[src/rtl/ifmap_pkt_rx.sv]
// Ifmap NoC receive node: filters packets, reassembles one row in any column
// order, then streams the completed row to the PE in column order.
module ifmap_pkt_rx #(
    parameter int         WIDTH_DATA = 13,
    parameter int         WIDTH_I    = 25,
    parameter logic [7:0] MY_ADDR    = 8'h00,
    parameter logic [1:0] DATA_TYPE  = 2'b01
) (
    input  logic                  clk,
    input  logic                  rst,
    input  logic                  pkt_valid,
    output logic                  pkt_ready,
    input  logic [31:0]           pkt_data,
    output logic                  out_valid,
    input  logic                  out_ready,
    output logic [WIDTH_DATA-1:0] out_data,
    output logic [7:0]            out_col,
    output logic                  out_last,
    output logic                  row_done,
    output logic                  err_drop,
    output logic [7:0]            row_count
);

    localparam int         IDX_W    = (WIDTH_I > 1) ? $clog2(WIDTH_I) : 1;
    localparam logic [7:0] NUM_COL  = 8'(WIDTH_I);
    localparam logic [7:0] LAST_COL = 8'(WIDTH_I - 1);

    typedef enum logic {FILL, DRAIN} state_t;

    state_t                 state;
    logic [WIDTH_I-1:0]     bitmap;
    logic [WIDTH_I-1:0]     col_onehot;
    logic [WIDTH_DATA-1:0]  row_buf [WIDTH_I];
    logic [7:0]             rd_ptr;

    logic                   pkt_rsvd;
    logic [1:0]             pkt_type;
    logic [7:0]             pkt_dst;
    logic [7:0]             pkt_col;
    logic [WIDTH_DATA-1:0]  pkt_val;
    logic [IDX_W-1:0]       col_idx;
    logic [IDX_W-1:0]       rd_idx;
    logic                   col_in_range;
    logic                   pkt_accept;
    logic                   pkt_drop;
    logic                   pkt_write;
    logic                   row_full;

    assign pkt_rsvd = pkt_data[31];
    assign pkt_type = pkt_data[30:29];
    assign pkt_dst  = pkt_data[28:21];
    assign pkt_col  = pkt_data[20:13];
    assign pkt_val  = pkt_data[WIDTH_DATA-1:0];
    assign col_idx  = pkt_col[IDX_W-1:0];
    assign rd_idx   = rd_ptr[IDX_W-1:0];

    // NOTE: every signal written in always_comb gets a default first, so no path can infer a latch.
    always_comb begin
        col_onehot   = '0;
        col_in_range = (pkt_col < NUM_COL);
        if (col_in_range) col_onehot[col_idx] = 1'b1;
        pkt_accept = pkt_valid && (state == FILL);
        pkt_drop   = pkt_rsvd || (pkt_type != DATA_TYPE) || (pkt_dst != MY_ADDR) ||
                     !col_in_range || (|(bitmap & col_onehot));
        pkt_write  = pkt_accept && !pkt_drop;
        row_full   = &(bitmap | col_onehot);
    end

    assign pkt_ready = (state == FILL);
    assign out_valid = (state == DRAIN);
    assign out_col   = rd_ptr;
    assign out_last  = (rd_ptr == LAST_COL);
    assign out_data  = row_buf[rd_idx];

    // NOTE: sequential state uses non-blocking assignments so every register samples pre-edge values.
    always_ff @(posedge clk) begin
        if (rst) begin
            state     <= FILL;
            bitmap    <= '0;
            rd_ptr    <= '0;
            row_count <= '0;
            row_done  <= 1'b0;
            err_drop  <= 1'b0;
        end else begin
            err_drop <= pkt_accept && pkt_drop;
            row_done <= 1'b0;
            case (state)
                FILL: begin
                    if (pkt_write) begin
                        bitmap <= bitmap | col_onehot;
                        if (row_full) state <= DRAIN;
                    end
                end
                DRAIN: begin
                    if (out_ready) begin
                        if (out_last) begin
                            rd_ptr    <= '0;
                            bitmap    <= '0;
                            row_count <= row_count + 8'd1;
                            row_done  <= 1'b1;
                            state     <= FILL;
                        end else begin
                            rd_ptr <= rd_ptr + 8'd1;
                        end
                    end
                end
                default: state <= FILL;
            endcase
        end
    end

    // NOTE: the row buffer is deliberately not reset; the bitmap alone says which entries are valid.
    always_ff @(posedge clk) begin
        if (pkt_write) row_buf[col_idx] <= pkt_val;
    end

endmodule

[config.mk]
export PLATFORM = sky130hd
export DESIGN_NAME = ifmap_pkt_rx
export DESIGN_NICKNAME = d
export VERILOG_FILES = /design/src/rtl/ifmap_pkt_rx.sv
export SDC_FILE = /design/constraint.sdc
export NUM_CORES = 1
export LEC_CHECK = 0
export CAP_MARGIN = 20
export CORE_ASPECT_RATIO = 0.7
export CORE_MARGIN = 3
export CORE_UTILIZATION = 35
export CTS_CLUSTER_DIAMETER = 150
export DETAILED_ROUTE_END_ITERATION = 10
export DONT_BUFFER_PORTS = 1
export HOLD_SLACK_MARGIN = 0.15
export MAX_ROUTING_LAYER = met4
export PLACE_DENSITY = 0.56
export SYNTH_ARGS = -nofsm -noshare
export SYNTH_HDL_FRONTEND = slang
export SYNTH_SLANG_ARGS = --single-unit
[constraint.sdc]
create_clock -name clk -period 6.9 [get_ports clk]
set_input_delay 0.69 -clock clk [delete_from_list [all_inputs] [get_ports clk]]
set_output_delay 0.69 -clock clk [all_outputs]
set_load 0.05 [all_outputs]
==> flow_metrics.tcl, run 1 <==
set metrics [dict create \
    port_buffers 0 \
    hpwl_mm 22.5 \
    cts_inserted_buffers 38 \
    cp-end-kind "output port" \
    path_max_fanout 42 \
    wire_per_inst_um 25.0 \
    cts_buffer_depth 3 \
    fin_area_mm2 0.0170 \
    max_stage_delay_ps 920 \
    num_rows 62 \
    die_area_mm2 0.0456 \
    met1_usage 0.244 \
    nFillCells 3694 \
    cts_tree "done" \
    io_pins 70 \
    grtUsageMet3 0.0383 \
    syn-mean-instance-area_um2 18.0 \
    synth_fp_nets 876 \
    final_common_cell "edfxtp_1" \
    grt_max_degree 66 \
    hold_viol 0 \
    post-cts-setup-buffer-count 0 \
    worst_pin_slew_ps 1050 \
    worstPathArrival_ps 3700 \
    holdBufCountCts 0 \
    n_antenna_cell 0 \
    vias 7769 \
    setup_violations 0 \
    syn_area_mm2 0.0151 \
    clock-sinks 374 \
    vias_per_cell 5.42 \
    maxSlewHeadroom 0.302 \
    clkLatencyLatePin_ps 530 \
    h-tree-depth 2 \
    dpl_cell_area_mm2 0.0158 \
    cpMaxStageDelayCell "dfxtp_4" \
    crit_family "multiplexers" \
    routed_wl_mm 35.9 \
    gr-max-usage-layer "met1" \
    die_h_um 180 \
    die_w_um 254 \
    total_leakage_power_nw 5.12 \
    ff_latch_area_mm2 0.0107 \
    ys_types 55 \
    ant_nets 0 \
    route.detailed.drc 0 \
    crit_chain "buf_4 > mux4_2 > mux2_2 > mux4_2" \
    cap_violations 0 \
    yosys-top-cells-area "edfxtp_1 65%, mux4_2 14%, dfxtp_1 6.5%, mux2_2 2.9%, nor2_1 1.9%" \
    synth_ff_type "edfxtp_1" \
    finalCritPeriodShare 0.637 \
    ir_drop_mv 0.133 \
    grt_pass1_vias 7684 \
    fin_tns_setup_ps 0 \
    drv_slew 0 \
    start_util 0.361 \
    grtUsageTotal 0.164 \
    fin_nets 900 \
    synth_top_area_share 0.648 \
    final_layout_size_suffix_gt1_frac 0.250 \
    synthCells 837 \
    critical_path_required_ps 6210 \
    place.gp.congestion 0.917 \
    area_growth_pct 13.0 \
    start_kind "flop" \
    yosysWarnings 0 \
    gr-total-overflow 0 \
    multi_input_area_mm2 0.00410 \
    grt_pass1_wl_mm 53.8 \
    synth_edf_count 325 \
    fmaxAchievable_mhz 228 \
    yosys.area.top_type "edfxtp_1" \
    crit_top_cell "mux4_2" \
    period_needed_ps 4390 \
    cts.clk_slew.worst_paths_ps 60 \
    drtIter0Drc 801 \
    cts_resized 0 \
    final_cell_mix "325 x edfxtp_1, 92 x mux4_2, 77 x nor2_1" \
    antenna_found_initial 0 \
    powerDensity_mw_per_mm2 266 \
    seq_area_frac_synth 0.714 \
    path_buf_inv 1 \
    cts_root_buf "clkbuf_16" \
    synth_seq_cells 374 \
    core_mm2 0.0417 \
    skew_ps 15.2 \
    grt_util_met2 0.226 \
    synthArstFlopShare 0 \
    hold_path_class "primary input to flop" \
    dr.pass1.iters 6 \
    crit_type "flop to output port" \
    status "finished, final reports clean" \
    rsz0062_at_grt "false" \
]
[per-layer routing]
metal / share of wire / up-vias
met5: 0 / -
met2: 0.43 / 242
met3: 0.068 / 58
met1: 0.48 / 4061
met4: 0.023 / 0
li1: - / 3408
[worst paths after layout]
kind / slack [ps] / end / cells after the start / start
max: 2510 / out_data[12] / 4 / flop
min reg2reg: 480 / bitmap[2] / 2 / bitmap[2]
min: 230 / bitmap[5] / 1 / rst
max reg2reg: 3570 / row_buf[7][6] / 8 / bitmap[24]
[layout make-up]
cell class | instances | share of cell area
clock buffers | 49 | 0.0602
clock inverters | 19 | 0.0118
inverters | 5 | 0.00110
multi-input cells | 413 | 0.241
flip-flops and latches | 374 | 0.632
well taps | 544 | 0.0400
repair buffers | 29 | 0.0135
[cell usage after synthesis (2+ instances only)]
cell and instances:
a21oi_1 21, a31oi_1 6, a32oi_1 4, and2_1 2
and3_1 5, buf_1 5, buf_2 15, buf_4 3
clkbuf_1 21, dfxtp_1 49, edfxtp_1 325, ha_1 3
inv_1 5, mux2_2 39, mux2i_1 5, mux4_2 92
nand2_1 39, nand2_2 2, nand2b_1 5, nand3_1 14
nand3b_1 11, nand4_1 7, nand4b_1 2, nor2_1 77
nor2b_1 5, nor3_1 11, nor3b_1 3, nor4_1 7
o21ai_0 10, o21bai_1 2, o22ai_1 3, o31ai_1 3
or3_1 3, xnor2_1 4, xor2_1 9
[power breakdown]
part | internal (mW) | leakage, nW | switching [mW]
sequential | 2.45 | 3.32 | 0.00125
clock | 1.20 | 0.599 | 0.848
combinational | 0.00700 | 1.20 | 0.0158
total | 3.66 | 5.12 | 0.865
[kinds of logic (layout without fill, tap and decap cells)]
family	after synthesis	after routing	synth area share
flip-flops	374	374	0.714
AND/OR/NAND/NOR	203	203	0.0676
multiplexers	136	136	0.170
AO/OA/AOI/OAI	58	58	0.0237
buffers and inverters	50	102	0.0150
XOR/XNOR	13	13	0.00756
adder cells (fa/ha/maj)	3	3	0.00249
[metrics by stage]
stage               setup slack, ps  hold WS, ps  power (mW)   util  std cells
CTS                            2340          200        4.58  0.407       1431
finish                         2510          232        4.53  0.407       1433
floorplan                      3550          431        2.53      -        837
global placement               2740          469        2.53  0.377       1359
detailed placement             2790          472        2.53  0.378       1363
global route                   2220          201        4.68  0.407       1433
[state kept, by name, indices dropped and copies added, names as in the netlist, named ones only]
| signal | count |
|---|---|
| row_count | 8 |
| out_valid | 1 |
| bitmap | 25 |
| row_done | 1 |
| row_buf | 325 |
| err_drop | 1 |
| out_col | 8 |
[worst register-to-register path, cell delays in order (launching register included)]
cell and delay [ps]:
dfxtp_1 340, mux4_2 490, a22oi_1 230, nand4_2 200
nor4b_4 250, buf_4 320, nand3_1 370, nor2_1 620
buf_6 230
(Power assumes the default switching activity.)
==> run 2: changes to the inputs <==
- clock period: 6.9 -> 4.55 ns (I/O delays scaled with it)
==> flow_metrics.tcl, run 2 (synthesized netlist as in run 1, its figures left out) <==
set metrics [dict create \
    status "finished, final reports clean" \
    vias 7980 \
    grt_pass1_vias 7671 \
    reg_top3 "row_buf: 325 flops, bitmap: 25 flops" \
    cts_buffer_depth 3 \
    drtIter0Drc 888 \
    setup_violations 0 \
    crit_type "flop to output port" \
    cts_inserted_buffers 38 \
    io_pins 70 \
    final_layout_size_suffix_gt1_frac 0.266 \
    clock-sinks 374 \
    finalCritPeriodShare 0.811 \
    holdBufCountCts 17 \
    cts.clk_slew.worst_paths_ps 60 \
    rsz0062_at_grt "false" \
    num_rows 62 \
    start_kind "flop" \
    path_buf_inv 1 \
    largest_register_ffs 325 \
    total_leakage_power_nw 5.36 \
    fin_nets 929 \
    period_needed_ps 3690 \
    die_area_mm2 0.0456 \
    maxSlewHeadroom 0.304 \
    crit_chain "buf_4 > mux4_2 > mux2_2 > mux4_2" \
    antenna_found_initial 1 \
    worstPathArrival_ps 3240 \
    post-cts-setup-buffer-count 0 \
    ir_drop_mv 0.293 \
    routed_wl_mm 37.0 \
    powerDensity_mw_per_mm2 406 \
    cap_violations 0 \
    vias_per_cell 5.45 \
    die_h_um 180 \
    clkLatencyLatePin_ps 530 \
    hold_ws_ps 164 \
    grt_pass1_wl_mm 54.8 \
    core_mm2 0.0417 \
    hold_path_class "primary input to flop" \
    crit_family "multiplexers" \
    cts_resized 0 \
    fin_tns_setup_ps 0 \
    regMostFlops "row_buf" \
    max_stage_delay_ps 680 \
    die_w_um 254 \
    port_buffers 0 \
    start_util 0.361 \
    power_mw 7.11 \
    n_antenna_cell 0 \
    cts_root_buf "clkbuf_16" \
    hpwl_mm 23.4 \
    place.gp.congestion 0.910 \
    drv_slew 0 \
    dr.pass1.iters 5 \
    cpMaxStageDelayCell "dfxtp_4" \
    grtUsageTotal 0.168 \
    final_cell_mix "325 x edfxtp_1, 92 x mux4_2, 77 x nor2_1" \
    gr-total-overflow 0 \
    route.detailed.drc 0 \
    h-tree-depth 2 \
    grt_max_degree 49 \
    critical_path_required_ps 4090 \
    ant_nets 0 \
    final_common_cell "edfxtp_1" \
    worst_pin_slew_ps 1040 \
    cp-end-kind "output port" \
    hold_viol 0 \
    cts_tree "done" \
    skew_ps 22.8 \
    path_max_fanout 24 \
    crit_top_cell "mux4_2" \
    fmaxAchievable_mhz 271 \
    wire_per_inst_um 25.3 \
    area_growth_pct 16.3 \
]
-- run 2: changes by cell type in the layout (fill, tap and decap cells not counted), sizes merged --
| cell | before | now |
|---|---|---|
| clkinv | 13 | 11 |
| bufinv | 4 | 6 |
| buf | 29 | 46 |
| dlygate4sd3 | 0 | 11 |
| clkinvlp | 0 | 2 |
-- run 2: worst reg2reg max path, cell delays in order, from the launching register on --
cell and delay, ps:
dfxtp_1 340, mux4_2 470, a22oi_1 240, nand4_2 200, nor4b_4 400, buf_4 320
and3_1 710
-- run 2: metal layers --
metal / global-route usage / wire length (um)
met1: 0.261 / 18100
met2: 0.228 / 16200
met3: 0.0292 / 2110
met4: 0.0380 / 618
met5: - / 0
-- run 2: path summary, 6_finish.rpt --
kind,start,to,slack [ps],cells past startpoint
worst min register to register,bitmap[7],bitmap[7],480,2
worst max register to register,bitmap[24],row_buf[16][8],1500,6
worst max-delay path,flop,out_data[0],860,4
worst min-delay path,out_ready,out_valid,160,2
-- run 2: area by class of cell --
cell class                 instances  area, um2
inverter                           5       18.8
fill                            3672      24200
multi-input combinational        413       4100
clock inverter                    21        264
sequential                       374      10700
tap                              544        681
timing repair buffer              58        651
clock buffer                      48       1040
-- run 2: power by group --
part / switching, mW / total [mW] / internal (mW) / leakage (nW)
sequential: 0.00197 / 3.72 / 3.72 / 3.32
clock: 1.29 / 3.26 / 1.97 / 0.632
combinational: 0.0866 / 0.126 / 0.0398 / 1.41
-- run 2: stage by stage --
stage	instance area [um2]	instances	setup slack, ps	util
after floorplan	15100	837	1430	-
after global placement	15800	1370	1210	0.379
after detailed placement	15800	1371	1150	0.379
after CTS	17400	1457	759	0.416
after global routing	17500	1463	659	0.419
final	17500	1463	858	0.419
==> run 3: changes to the inputs <==
- clock period: 4.55 -> 3.7 ns (I/O delays scaled with it)
==> flow_metrics.tcl, run 3 (synthesized netlist as in run 1, its figures left out) <==
set metrics [dict create \
    drtIter0Drc 916 \
    final_common_cell "edfxtp_1" \
    die_area_mm2 0.0456 \
    total_leakage_power_nw 5.43 \
    grtUsageTotal 0.172 \
    antenna_found_initial 4 \
    skew_ps 35.6 \
    gr-total-overflow 0 \
    port_buffers 0 \
    grt_pass1_wl_mm 56.2 \
    finalCritPeriodShare 0.905 \
    path_max_fanout 42 \
    ir_drop_mv 0.421 \
    place.gp.congestion 0.915 \
    path_buf_inv 1 \
    grt_pass1_vias 7841 \
    wire_per_inst_um 25.4 \
    fmaxAchievable_mhz 299 \
    finalWorstSetupSlack_ps 350 \
    area_growth_pct 17.3 \
    grt_max_degree 53 \
    crit_top_cell "mux4_2" \
    vias_per_cell 5.52 \
    nFillCells 3648 \
    num_rows 62 \
    fin_tns_setup_ps 0 \
    powerDensity_mw_per_mm2 488 \
    grtUsageMet3 0.0347 \
    gr-max-usage-layer "met1" \
    stdcell_count 1489 \
    cap_violations 0 \
    route.detailed.drc 0 \
    die_h_um 180 \
    die_w_um 254 \
    holdBufCountCts 29 \
    rsz0062_at_grt "false" \
    cts_inserted_buffers 38 \
    cts_buffer_depth 3 \
    cts_resized 0 \
    hold_path_class "primary input to flop" \
    crit_chain "buf_12 > mux4_2 > mux2_2 > mux4_2" \
    maxSlewHeadroom 0.329 \
    post-cts-setup-buffer-count 0 \
    setup_violations 0 \
    cpMaxStageDelayCell "mux4_2" \
    routed_wl_mm 37.9 \
    largest_register_ffs 325 \
    cts_root_buf "clkbuf_16" \
    crit_type "flop to output port" \
    io_pins 70 \
    status "finished, final reports clean" \
    h-tree-depth 2 \
    clkLatencyLatePin_ps 550 \
    cts.clk_slew.worst_paths_ps 60 \
    dp_slack_ps 557 \
    hold_ws_ps 180 \
    worst_pin_slew_ps 1010 \
    fin_area_mm2 0.0177 \
    start_util 0.361 \
    dr.pass1.iters 5 \
    ant_nets 0 \
    max_stage_delay_ps 660 \
    reg_top3 "row_buf: 325 flops, bitmap: 25 flops" \
    cts_tree "done" \
    power_mw 8.61 \
    critical_path_required_ps 3330 \
    drv_slew 0 \
    cp-end-kind "output port" \
    vias 8213 \
    regMostFlops "row_buf" \
    final_cell_mix "325 x edfxtp_1, 92 x mux4_2, 77 x nor2_1" \
    fin_nets 952 \
    met1_usage 0.270 \
    dpl_cell_area_mm2 0.0159 \
    period_needed_ps 3350 \
    grt_util_met2 0.225 \
    hpwl_mm 23.3 \
    dp_cells 1382 \
    final_layout_size_suffix_gt1_frac 0.273 \
    start_kind "flop" \
    core_mm2 0.0417 \
    final_core_util 0.423 \
    clock-sinks 374 \
    crit_family "multiplexers" \
    hold_viol 0 \
    worstPathArrival_ps 2980 \
]
-- run 3: changes by cell type in the layout (fill, tap and decap cells not counted), sizes merged, moves of 2 or more --
cell         change
buf             +13
bufinv           -2
clkinv           +2
clkinvlp         +2
diode            +2
dlygate4sd3     +11
-- run 3: worst paths after layout --
path | from | end | slack [ps] | cells after the start
worst min register to register | bitmap[17] | bitmap[17] | 480 | 2
worst max register to register | bitmap[24] | row_buf[5][11] | 780 | 7
worst max-delay path | flop | out_data[0] | 350 | 4
worst min-delay path | out_ready | row_done | 180 | 3
-- run 3: tightest hold or removal path, stage by stage --
cell and delay, ps:
and2_1 180, nand2_1 80, nor2_1 30
-- run 3: metal layers --
layer | vias to the layer above | part of all wire
met5 | - | 0
met4 | 0 | 0.024
met3 | 55 | 0.076
met2 | 331 | 0.42
met1 | 4300 | 0.48
li1 | 3527 | -
-- run 3: layout make-up --
type                       instances  area (um2)  share of cell area
multi-input combinational        413        4100               0.232
timing repair buffer              81         846              0.0479
tap                              544         681              0.0385
inverter                           5        18.8             0.00106
antenna                            2        5.00            0.000283
clock inverter                    22         253              0.0143
clock buffer                      48        1010              0.0572
sequential                       374       10700               0.609
-- run 3: where the power goes --
part | switching (mW) | total, mW | internal, mW | leakage (nW)
combinational | 0.112 | 0.166 | 0.0540 | 1.51
clock | 1.63 | 3.87 | 2.24 | 0.601
sequential | 0.00232 | 4.58 | 4.57 | 3.32
total | 1.74 | 8.61 | 6.87 | 5.43
